`config.mk`:
```
export PLATFORM = sky130hd
export DESIGN_NAME = cp0_unit_flat
export DESIGN_NICKNAME = d
export VERILOG_FILES = /design/src/rtl/cp0_if.sv /design/src/rtl/cp0_unit.sv /design/src/flat_wrapper.sv
export SDC_FILE = /design/constraint.sdc
export NUM_CORES = 1
export LEC_CHECK = 0
export ABC_AREA = 1
export CAP_MARGIN = 15
export CORE_ASPECT_RATIO = 1.4
export CORE_MARGIN = 2
export CORE_UTILIZATION = 44
export CTS_BUF_LIST = sky130_fd_sc_hd__clkbuf_4 sky130_fd_sc_hd__clkbuf_8
export CTS_CLUSTER_DIAMETER = 80
export DETAILED_ROUTE_END_ITERATION = 10
export GPL_TIMING_DRIVEN = 1
export PLACE_DENSITY_LB_ADDON = 0.05
export SYNTH_ARGS = -nofsm -noshare
export SYNTH_HDL_FRONTEND = slang
export SYNTH_SLANG_ARGS = --single-unit
```
`constraint.sdc`:
```
create_clock -name clk -period 2.07 [get_ports clk]
set_input_delay 0.207 -clock clk [delete_from_list [all_inputs] [get_ports clk]]
set_output_delay 0.207 -clock clk [all_outputs]
set_load 0.01 [all_outputs]
```
`src/rtl/cp0_if.sv`:
```
// cp0_if: bundles the CP0 coprocessor signals exchanged with the pipeline.
//   master : pipeline side; drives M-stage PC/flags, interrupts, mtc0/eret
//            strobes and the read index, and receives the read data, the EPC
//            and the exception request.
//   slave  : CP0 side (cp0_unit).
interface cp0_if;
  logic [31:0] pcM;      // M-stage PC, 0xFFFFFFFF marks a bubble
  logic        BDM;      // M-stage instruction is in a delay slot
  logic        ADELpcM;  // instruction fetch address error
  logic        RIM;      // reserved instruction
  logic        OVM;      // arithmetic overflow
  logic        ADELEXM;  // load address error
  logic        ADESEXM;  // store address error
  logic [5:0]  HWInt;    // level-sensitive external interrupts
  logic        WE;       // mtc0 write strobe
  logic [4:0]  A1;       // read register number
  logic [4:0]  A2;       // write register number
  logic [31:0] DIn;      // mtc0 write data
  logic        eretM;    // eret in M stage
  logic [31:0] DOut;     // read data of register A1
  logic [31:0] EPCout;   // current EPC
  logic        strange;  // take-exception request

  modport master (
    output pcM, BDM, ADELpcM, RIM, OVM, ADELEXM, ADESEXM, HWInt,
    output WE, A1, A2, DIn, eretM,
    input  DOut, EPCout, strange
  );

  modport slave (
    input  pcM, BDM, ADELpcM, RIM, OVM, ADELEXM, ADESEXM, HWInt,
    input  WE, A1, A2, DIn, eretM,
    output DOut, EPCout, strange
  );
endinterface

```
`src/rtl/cp0_unit.sv`:
```
// cp0_unit: MIPS-style coprocessor 0 holding SR(12), Cause(13), EPC(14) and
// PrID(15). It raises the exception/interrupt request, records the victim PC,
// handles mtc0 writes and eret.
// Ports:
//   clk   : clock, all state updates on the rising edge
//   reset : synchronous active-low reset
//   bus   : cp0_if.slave (pipeline inputs, DOut/EPCout/strange outputs)
// DOut, EPCout and strange are combinational because the pipeline needs them
// in the same cycle to flush and redirect.
module cp0_unit (
  input  logic  clk,
  input  logic  reset,
  cp0_if.slave  bus
);

  localparam logic [31:0] BUBBLE_PC = 32'hFFFF_FFFF;
  localparam logic [31:0] PRID_VAL  = 32'h2020_1234;
  localparam logic [31:0] RESET_PC  = 32'h0000_3000;

  localparam logic [4:0] REG_SR    = 5'd12;
  localparam logic [4:0] REG_CAUSE = 5'd13;
  localparam logic [4:0] REG_EPC   = 5'd14;
  localparam logic [4:0] REG_PRID  = 5'd15;

  localparam logic [4:0] EXC_INT  = 5'd0;
  localparam logic [4:0] EXC_ADEL = 5'd4;
  localparam logic [4:0] EXC_ADES = 5'd5;
  localparam logic [4:0] EXC_RI   = 5'd10;
  localparam logic [4:0] EXC_OV   = 5'd12;

  // Priority encoder for ExcCode; an interrupt overrides every exception flag.
  function automatic logic [4:0] sel_exccode(
    input logic int_req,
    input logic adelpc,
    input logic ri,
    input logic ov,
    input logic adelex,
    input logic adesex
  );
    logic [4:0] code;
    if (int_req) begin
      code = EXC_INT;
    end else if (adelpc) begin
      code = EXC_ADEL;
    end else if (ri) begin
      code = EXC_RI;
    end else if (ov) begin
      code = EXC_OV;
    end else if (adelex) begin
      code = EXC_ADEL;
    end else if (adesex) begin
      code = EXC_ADES;
    end else begin
      code = EXC_INT;
    end
    return code;
  endfunction

  // Architectural state
  logic [5:0]  im_r;
  logic        exl_r;
  logic        ie_r;
  logic        bd_r;
  logic [5:0]  ip_r;
  logic [4:0]  exccode_r;
  logic [31:0] epc_r;
  logic [31:0] lastpc_r;
  logic        lastbd_r;

  // Combinational helpers
  logic        pc_valid_s;
  logic        any_flag_s;
  logic        int_req_s;
  logic        exc_req_s;
  logic        strange_s;
  logic [31:0] victim_pc_s;
  logic        victim_bd_s;
  logic [31:0] victim_epc_s;
  logic [4:0]  exccode_s;
  logic [31:0] sr_s;
  logic [31:0] cause_s;
  logic [31:0] dout_s;

  // Request generation, victim selection and register read mux.
  always_comb begin
    pc_valid_s = (bus.pcM != BUBBLE_PC);
    any_flag_s = bus.ADELpcM | bus.RIM | bus.OVM | bus.ADELEXM | bus.ADESEXM;
    int_req_s  = (|(bus.HWInt & im_r)) & ie_r & ~exl_r;
    exc_req_s  = any_flag_s & ~exl_r;
    // Nothing is taken while reset is held, so the flush never fires on a
    // reset edge.
    if (!reset) begin
      strange_s = 1'b0;
    end else begin
      strange_s = int_req_s | exc_req_s;
    end

    // A bubble in M has no PC of its own; blame the last real instruction.
    if (pc_valid_s) begin
      victim_pc_s = bus.pcM;
      victim_bd_s = bus.BDM;
    end else begin
      victim_pc_s = lastpc_r;
      victim_bd_s = lastbd_r;
    end

    // Delay-slot victims restart at the branch, one word earlier.
    if (victim_bd_s) begin
      victim_epc_s = victim_pc_s - 32'd4;
    end else begin
      victim_epc_s = victim_pc_s;
    end

    exccode_s = sel_exccode(int_req_s, bus.ADELpcM, bus.RIM, bus.OVM,
                            bus.ADELEXM, bus.ADESEXM);

    sr_s    = {16'h0000, im_r, 8'h00, exl_r, ie_r};
    cause_s = {bd_r, 15'h0000, ip_r, 3'b000, exccode_r, 2'b00};

    case (bus.A1)
      REG_SR:    dout_s = sr_s;
      REG_CAUSE: dout_s = cause_s;
      REG_EPC:   dout_s = epc_r;
      REG_PRID:  dout_s = PRID_VAL;
      default:   dout_s = 32'h0000_0000;
    endcase
  end

  assign bus.DOut    = dout_s;
  assign bus.EPCout  = epc_r;
  assign bus.strange = strange_s;

  // CP0 register update: reset, exception entry, mtc0 and eret.
  always_ff @(posedge clk) begin
    if (!reset) begin
      im_r      <= 6'd0;
      exl_r     <= 1'b0;
      ie_r      <= 1'b0;
      bd_r      <= 1'b0;
      ip_r      <= 6'd0;
      exccode_r <= 5'd0;
      epc_r     <= 32'h0000_0000;
      lastpc_r  <= RESET_PC;
      lastbd_r  <= 1'b0;
    end else begin
      ip_r <= bus.HWInt;

      if (pc_valid_s) begin
        lastpc_r <= bus.pcM;
        lastbd_r <= bus.BDM;
      end

      if (strange_s) begin
        // Exception entry wins; any mtc0 or eret in the same cycle is dropped.
        exl_r     <= 1'b1;
        exccode_r <= exccode_s;
        bd_r      <= victim_bd_s;
        epc_r     <= victim_epc_s;
      end else begin
        if (bus.WE) begin
          case (bus.A2)
            REG_SR: begin
              im_r  <= bus.DIn[15:10];
              exl_r <= bus.DIn[1];
              ie_r  <= bus.DIn[0];
            end
            REG_EPC: begin
              epc_r <= bus.DIn;
            end
            default: begin
            end
          endcase
        end
        // Placed after the SR write so eret always leaves EXL cleared.
        if (bus.eretM) begin
          exl_r <= 1'b0;
        end
      end
    end
  end

endmodule
```
`src/flat_wrapper.sv`:
```
// flat-port wrapper written by rule: the top's interface ports become plain ports
module cp0_unit_flat 
  (clk, reset, bus_pcM, bus_BDM, bus_ADELpcM, bus_RIM, bus_OVM, bus_ADELEXM, bus_ADESEXM, bus_HWInt, bus_WE, bus_A1, bus_A2, bus_DIn, bus_eretM, bus_DOut, bus_EPCout, bus_strange);
  cp0_if bus_i ();
  input  logic clk;
  input  logic reset;
  input wire logic [$bits(bus_i.pcM)-1:0] bus_pcM;
  input wire logic [$bits(bus_i.BDM)-1:0] bus_BDM;
  input wire logic [$bits(bus_i.ADELpcM)-1:0] bus_ADELpcM;
  input wire logic [$bits(bus_i.RIM)-1:0] bus_RIM;
  input wire logic [$bits(bus_i.OVM)-1:0] bus_OVM;
  input wire logic [$bits(bus_i.ADELEXM)-1:0] bus_ADELEXM;
  input wire logic [$bits(bus_i.ADESEXM)-1:0] bus_ADESEXM;
  input wire logic [$bits(bus_i.HWInt)-1:0] bus_HWInt;
  input wire logic [$bits(bus_i.WE)-1:0] bus_WE;
  input wire logic [$bits(bus_i.A1)-1:0] bus_A1;
  input wire logic [$bits(bus_i.A2)-1:0] bus_A2;
  input wire logic [$bits(bus_i.DIn)-1:0] bus_DIn;
  input wire logic [$bits(bus_i.eretM)-1:0] bus_eretM;
  output wire logic [$bits(bus_i.DOut)-1:0] bus_DOut;
  output wire logic [$bits(bus_i.EPCout)-1:0] bus_EPCout;
  output wire logic [$bits(bus_i.strange)-1:0] bus_strange;
  assign bus_i.pcM = bus_pcM;
  assign bus_i.BDM = bus_BDM;
  assign bus_i.ADELpcM = bus_ADELpcM;
  assign bus_i.RIM = bus_RIM;
  assign bus_i.OVM = bus_OVM;
  assign bus_i.ADELEXM = bus_ADELEXM;
  assign bus_i.ADESEXM = bus_ADESEXM;
  assign bus_i.HWInt = bus_HWInt;
  assign bus_i.WE = bus_WE;
  assign bus_i.A1 = bus_A1;
  assign bus_i.A2 = bus_A2;
  assign bus_i.DIn = bus_DIn;
  assign bus_i.eretM = bus_eretM;
  assign bus_DOut = bus_i.DOut;
  assign bus_EPCout = bus_i.EPCout;
  assign bus_strange = bus_i.strange;
  cp0_unit u_core (.clk(clk), .reset(reset), .bus(bus_i));
endmodule
```
==> impl_metrics.json, run 1 <==
{
  "crit_top_cell": "sky130_fd_sc_hd__nand2_1",
  "yosys_warnings": 0,
  "detailed_place_hpwl_um": 14500,
  "grt_pass1_wl_um": 30500,
  "timing.rr.end": "u_core.bus.EPCout[16]",
  "clk_pin_slew_worst_paths_ns": 0.10,
  "timing.hold.ws_ns": 0.115,
  "startpoint_type": "input port",
  "synth.area.top_cells": "sky130_fd_sc_hd__dfxtp_1 (34%), sky130_fd_sc_hd__nand2_1 (18%), sky130_fd_sc_hd__nor2_1 (13%), sky130_fd_sc_hd__inv_1 (6.0%), sky130_fd_sc_hd__nand3_1 (5.0%)",
  "tritoncts": "done",
  "worst_clock_skew_ns": 0.0107,
  "swShare_pct": 31.8,
  "wirelength_um": 20600,
  "nNetsFinal": 1227,
  "clockBufferDepth": 2,
  "post-synth-top-area-fraction_pct": 34.2,
  "first_global_vias": 6411,
  "timing.slew.headroom_pct": 67.7,
  "crit_path_end_kind": "flip-flop",
  "via_count": 6644,
  "antenna_found_initial": 0,
  "synth_largest_area_cell": "sky130_fd_sc_hd__dfxtp_1",
  "mostFrequentLayoutCell": "sky130_fd_sc_hd__nand2_1",
  "power.sequential.fraction_pct": 42.0,
  "cp_data_arrival_time_ns": 2.37,
  "number_of_placement_rows": 45,
  "diodes": 0,
  "final_period_minus_worst_setup_slack_ns": 2.09,
  "drcViolationCount": 0,
  "detail_route.iter0.violations": 364,
  "area.growth.synth_to_final_pct": 81.2,
  "critPathMaxStageDelay_ns": 0.16,
  "syn-cell-area_um2": 4920,
  "grt_setup_unrepaired": "true",
  "die_width_um": 93.4,
  "total_grt_overflow": 0,
  "post_route_cells_drive_above_1_share_pct": 36.4,
  "reg2reg_depth": 13,
  "num_cts_buffers": 9,
  "start_util_pct": 45.3,
  "grtUsageTotal_pct": 32.1,
  "min_delay_path_depth": 3,
  "min_delay_worst_endpoint": "u_core.lastpc_r[1]",
  "clock_power_share_pct": 29.8,
  "power_per_cell_area_nw_per_um2": 479,
  "worstReg2RegStart": "u_core.im_r[0]",
  "pwr-share-comb_pct": 28.2,
  "status": "finished with violations",
  "coreArea_um2": 10900,
  "cts_root_buf": "sky130_fd_sc_hd__clkbuf_8",
  "max_slew.worst_pin.slew_ns": 0.480,
  "required_time_of_the_critical_path_ns": 2.35,
  "dieArea_um2": 12100,
  "synth_seq_cells": 84,
  "finalCritPeriodShare_pct": 101,
  "hold_path.startpoint": "bus_pcM[1]",
  "clock_sinks": 84,
  "clk-insertion-delay-late_ns": 0.39,
  "path_cells": "buf_6, nand2_2, nor2_1, buf_4, nand2_4, nor2_4, buf_6, buf_16, nand3_1, nand2_2, buf_4, buf_4, nand2_1, nor2_1, nand2_1, nor2_2, nand3_2, nand2_1, nand3_2, nand2_1, a21oi_1",
  "detail_route.first_pass.iterations": 6,
  "synth_sequential_area_ratio_pct": 34.2,
  "antenna_violating_nets_post_route": 0,
  "wl_per_cell_um": 16.1,
  "reg2reg_slack_ns": 0.25,
  "dpl_worst_slack_ns": -0.884,
  "routed_via_density": 5.18,
  "ir_worst_vdd_mv": 0.419,
  "numPortBuffers": 154,
  "htree_num_levels": 3,
  "fmax_mhz": 477,
  "hold_crit_path_type": "in -> reg",
  "switching_pwr_mw": 1.35,
  "timing.max_cap.violations": 0,
  "postLayoutSetupSlackWorst_ns": -0.0245,
  "crit_path_max_fanout": 5,
  "mostFrequentLayoutCells": "sky130_fd_sc_hd__nand2_1 (169), sky130_fd_sc_hd__buf_4 (168), sky130_fd_sc_hd__nor2_1 (129), sky130_fd_sc_hd__clkdlybuf4s50_1 (88), sky130_fd_sc_hd__dfxtp_1 (84)",
  "finalHoldViolCount": 0,
  "ports_placed_on_the_boundary": 155,
  "syn_area_per_cell_um2": 6.11,
  "count_of_pins_over_their_slew_limit": 0,
  "total_leakage_power_nw": 4.10,
  "nFillCells": 752,
  "timing.setup.critical_path_class": "in -> reg",
  "power_report.internal_total_mw": 2.91,
  "die_height_um": 129,
  "number_of_standard_cells_after_synthesis": 805,
  "syn_nets": 896,
  "netlist-cell-type-count": 40,
  "crit_path_top_delay_cell": "sky130_fd_sc_hd__buf_4",
  "grt_start_max_net_pins": 40,
  "ctsHoldBuffers": 0,
  "violated_checks": "negative setup slack",
  "setup_viol": 1,
  "gp_congestion": 0.969
}
[power by group through the flow]
stage / Sequential [mW] / Clock, mW / Combinational [mW]
6_report: 1.79 / 1.27 / 1.20
5_1_grt: 1.80 / 1.33 / 1.30
4_1_cts: 1.79 / 1.27 / 1.09
3_5_place_dp: 1.82 / 0 / 1.04
3_3_place_gp: 1.82 / 0 / 1.02
2_1_floorplan: 1.83 / 0 / 0.396
[area by class of cell]
cell class	count	area [um^2]	share of cell area, %
Timing Repair Buffer	346	3080	34.6
Inverter	83	314	3.52
Clock inverter	7	85.1	0.955
Multi-Input combinational cell	612	3450	38.7
Tap cell	141	176	1.98
Sequential cell	84	1680	18.9
Clock buffer	9	124	1.39
[state kept, by name (all words and copies together), names as in the netlist]
| signal | count |
|---|---|
| u_core.bd_r | 1 |
| u_core.ip_r | 6 |
| u_core.im_r | 6 |
| u_core.lastbd_r | 1 |
| u_core.exl_r | 1 |
| u_core.lastpc_r | 32 |
| u_core.ie_r | 1 |
| u_core.bus.EPCout | 32 |
| u_core.exccode_r | 4 |
[metal layers]
layer	share of wire [%]	global-route usage (%)	vias up
li1	-	-	3198
met1	38	35.6	3104
met2	52	59.6	285
met3	5.9	4.94	57
met4	3.8	14.6	0
met5	0	0	-
[metrics by stage]
step,TNS (ns),cells,util (%),cell area [um^2],total power [mW]
3_3_place_gp,-29.63,1223,70.8,7690,2.84
5_1_grt,-1.24,1282,82.0,8910,4.43
4_1_cts,0,1262,77.5,8420,4.14
3_5_place_dp,-32.47,1223,70.8,7690,2.86
6_report,-0.0245,1282,82.0,8910,4.26
2_1_floorplan,0,805,-,4920,2.23
[cell families after synthesis]
group	Yosys count	synth area share, %
AND/OR/NAND/NOR	512	44.9
AO/OA/AOI/OAI	91	10.4
buffers and inverters	109	8.88
adder cells (fa/ha/maj)	1	0.254
XOR/XNOR	8	1.42
flip-flops	84	34.2
[worst max-delay path by stage]
stage	from	to	slack, ns
after detailed placement	bus_pcM[24]	u_core.bus.EPCout[27]	-0.88
after CTS	bus_pcM[30]	u_core.bus.EPCout[25]	0.0001
final	bus_pcM[28]	u_core.bus.EPCout[30]	-0.02
after global routing	bus_pcM[20]	u_core.bus.EPCout[23]	-0.11
after global placement	bus_pcM[25]	u_core.bus.EPCout[27]	-0.89
after floorplan	bus_pcM[6]	u_core.bus.EPCout[16]	0.12
[critical path, delay by kind of cell]
family,cells,cell delay (ns)
AO/OA/AOI/OAI,1,0.05
buffers and inverters,6,0.71
AND/OR/NAND/NOR,14,1.39
[what timing repair did]
| item | in CTS | in global routing |
|---|---|---|
| resized for setup | 180 | 212 |
| pin swaps | 61 | 104 |
| cloned | 2 | 0 |
| setup buffers | 21 | 20 |
| endpoints found under the setup margin | 62 | 50 |
[Yosys cell counts (all sizes together)]
| cell | instances |
|---|---|
| nand4 | 4 |
| buf | 10 |
| a22o | 2 |
| o211ai | 5 |
| o31ai | 2 |
| nor3 | 1 |
| a31oi | 1 |
| a21o | 1 |
| ha | 1 |
| and2 | 2 |
| clkbuf | 16 |
| o21bai | 1 |
| nand3b | 20 |
| a221oi | 1 |
| dfxtp | 84 |
| o21ai | 39 |
| nand3 | 49 |
| o311ai | 1 |
| nand2 | 250 |
| or2 | 2 |
| a21oi | 36 |
| xnor2 | 4 |
| inv | 81 |
| clkinv | 2 |
| o41ai | 1 |
| nor4 | 4 |
| nor2 | 180 |
| a32o | 1 |
| xor2 | 4 |
Note: power is estimated with default switching activity, not from simulation.
==> run 2, diff against run 1 <==
--- a/config.mk
+++ b/config.mk
@@ -9,12 +9,12 @@
 export CAP_MARGIN = 15
 export CORE_ASPECT_RATIO = 1.4
 export CORE_MARGIN = 2
-export CORE_UTILIZATION = 44
+export CORE_UTILIZATION = 30
 export CTS_BUF_LIST = sky130_fd_sc_hd__clkbuf_4 sky130_fd_sc_hd__clkbuf_8
 export CTS_CLUSTER_DIAMETER = 80
 export DETAILED_ROUTE_END_ITERATION = 10
 export GPL_TIMING_DRIVEN = 1
-export PLACE_DENSITY_LB_ADDON = 0.05
+export PLACE_DENSITY_LB_ADDON = 0.25
 export SYNTH_ARGS = -nofsm -noshare
 export SYNTH_HDL_FRONTEND = slang
 export SYNTH_SLANG_ARGS = --single-unit
==> run 2 against run 1 <==
  * The run now ends clean
  * Worst hold slack gained 0.039 ns
  * Final cell count increased by 3.3%
  * Register-to-register slack better by 0.03 ns
  * Clock skew grew 0.0017 ns
  * Die area increased by 45%
  * Largest power group unchanged
  * Highest routed layer unchanged
==> impl_metrics.json, run 2 (synthesis gave the netlist of run 1 again) <==
{
  "hold_path.startpoint": "bus_pcM[7]",
  "grtUsageTotal_pct": 20.8,
  "power_per_cell_area_nw_per_um2": 491,
  "ctsHoldBuffers": 0,
  "max_slew.worst_pin.slew_ns": 0.303,
  "hold_crit_path_type": "in -> reg",
  "final_period_minus_worst_setup_slack_ns": 1.99,
  "detailed_place_hpwl_um": 14400,
  "antenna_found_initial": 0,
  "worstReg2RegStart": "u_core.im_r[1]",
  "crit_buf_inv": 6,
  "total_grt_overflow": 0,
  "cp_data_arrival_time_ns": 1.79,
  "number_of_placement_rows": 55,
  "clockBufferDepth": 2,
  "tritoncts": "done",
  "totalNegativeSetupSlack_ns": 0,
  "crit_path_top_delay_cell": "sky130_fd_sc_hd__clkdlybuf4s50_1",
  "crit_top_cell": "sky130_fd_sc_hd__buf_4",
  "grt_pass1_wl_um": 29200,
  "numPortBuffers": 154,
  "count_of_pins_over_their_slew_limit": 0,
  "antenna_violating_nets_post_route": 0,
  "detail_route.iter0.violations": 316,
  "start_util_pct": 30.5,
  "setup_viol": 0,
  "cts_root_buf": "sky130_fd_sc_hd__clkbuf_8",
  "routed_via_density": 4.64,
  "clk-insertion-delay-late_ns": 0.37,
  "clk_pin_slew_worst_paths_ns": 0.09,
  "drcViolationCount": 0,
  "cpLargestDelayFamily": "buffers and inverters",
  "mostFrequentLayoutCells": "sky130_fd_sc_hd__nand2_1 (199), sky130_fd_sc_hd__buf_4 (159), sky130_fd_sc_hd__nor2_1 (138), sky130_fd_sc_hd__clkdlybuf4s50_1 (89), sky130_fd_sc_hd__dfxtp_1 (84)",
  "timing.slew.headroom_pct": 79.6,
  "stdcell_area_um2": 8430,
  "mostFrequentLayoutCell": "sky130_fd_sc_hd__nand2_1",
  "placed_cell_area_um2": 7710,
  "area.growth.synth_to_final_pct": 71.3,
  "nNetsFinal": 1211,
  "dieArea_um2": 17400,
  "total_leakage_power_nw": 3.86,
  "nFillCells": 1643,
  "path_cells": "clkdlybuf4s50_1, buf_6, nor4_4, buf_4, inv_1, buf_4, nor2_1, clkdlybuf4s15_1",
  "startpoint_type": "input port",
  "critPathMaxStageDelay_ns": 0.41,
  "clock_sinks": 84,
  "coreArea_um2": 16100,
  "via_count": 6146,
  "wl_per_cell_um": 14.1,
  "timing.hold.ws_ns": 0.153,
  "post_route_cells_drive_above_1_share_pct": 30.8,
  "htree_num_levels": 3,
  "wirelength_um": 18700,
  "status": "finished clean",
  "min_delay_path_depth": 3,
  "fmax_mhz": 502,
  "detail_route.first_pass.iterations": 5,
  "first_global_vias": 5814,
  "grt_start_max_net_pins": 34,
  "die_width_um": 112,
  "crit_path_end_kind": "output port",
  "crit_path_max_fanout": 16,
  "reg2reg_depth": 13,
  "timing.setup.critical_path_class": "in -> out",
  "finalHoldViolCount": 0,
  "ir_worst_vdd_mv": 0.272,
  "diodes": 0,
  "ports_placed_on_the_boundary": 155,
  "min_delay_worst_endpoint": "u_core.lastpc_r[7]",
  "timing.max_cap.violations": 0,
  "reg2reg_slack_ns": 0.28,
  "required_time_of_the_critical_path_ns": 1.86,
  "num_cts_buffers": 9,
  "worst_clock_skew_ns": 0.0124,
  "timing.rr.end": "u_core.im_r[0]",
  "gp_congestion": 0.921,
  "die_height_um": 156,
  "finalCritPeriodShare_pct": 96.3
}
[run 2: cell types whose count changed in the layout (fill, tap and decap cells not counted), sizes merged]
cell,delta
clkdlybuf4s50,+1
dlygate4sd2,+1
clkinvlp,-1
buf,-25
clkbuf,+9
inv,+2
clkdlybuf4s15,+2
dlymetal6s2s,-4
clkinv,-1
[run 2: tightest hold or removal path, delay by kind of cell]
kind / cells / cell delay, ns
AND/OR/NAND/NOR: 2 / 0.15
buffers and inverters: 1 / 0.13
[run 2: worst max-delay path by stage]
stage	start	to	slack, ns	cells past startpoint
after CTS	bus_pcM[25]	u_core.bus.EPCout[27]	-0.04	21
final	bus_A1[0]	bus_DOut[18]	0.08	8
after global placement	bus_pcM[25]	u_core.bus.EPCout[27]	-1.03	20
after detailed placement	bus_pcM[25]	u_core.bus.EPCout[27]	-1.05	20
after global routing	bus_pcM[13]	u_core.bus.EPCout[27]	-0.008	21
after floorplan	bus_pcM[6]	u_core.bus.EPCout[16]	0.12	15
[run 2: metrics by stage]
stage / utilization [%] / setup slack (ns) / total power [mW] / instances
2_1_floorplan: - / 0.120 / 2.23 / 805
3_3_place_gp: 47.9 / -1.03 / 2.85 / 1279
3_5_place_dp: 47.9 / -1.05 / 2.85 / 1279
4_1_cts: 51.6 / -0.0449 / 4.13 / 1316
5_1_grt: 52.3 / -0.00778 / 4.36 / 1324
6_report: 52.3 / 0.0776 / 4.14 / 1324
[run 2: final cells by class]
class	count	area, um^2	share of cell area, %
well taps	199	249	2.96
flip-flops and latches	84	1680	20.0
repair buffers	330	2790	33.1
clock inverters	7	81.3	0.965
multi-input cells	612	3190	37.9
inverters	83	312	3.70
clock buffers	9	124	1.47
[run 2: report_power, final]
part	internal [mW]	leakage [nW]	switching (mW)	total, mW
registers	1.72	0.694	0.0682	1.79
clock network	0.577	0.101	0.679	1.26
logic	0.557	3.06	0.533	1.09
[run 2: routing by layer]
metal	GRT usage [%]	up-vias	part of all wire (%)
met5	0	-	0
met4	6.50	0	2.6
met3	2.65	35	4.5
met2	37.1	191	50
met1	26.1	2752	42
li1	-	3168	-
[run 2: repair_timing]
action                                  4_1_cts  5_1_grt
cloned                                        1        1
setup buffers                                21        9
pin swaps                                    50       48
endpoints found under the setup margin       62       49
gates resized for setup                     169      128
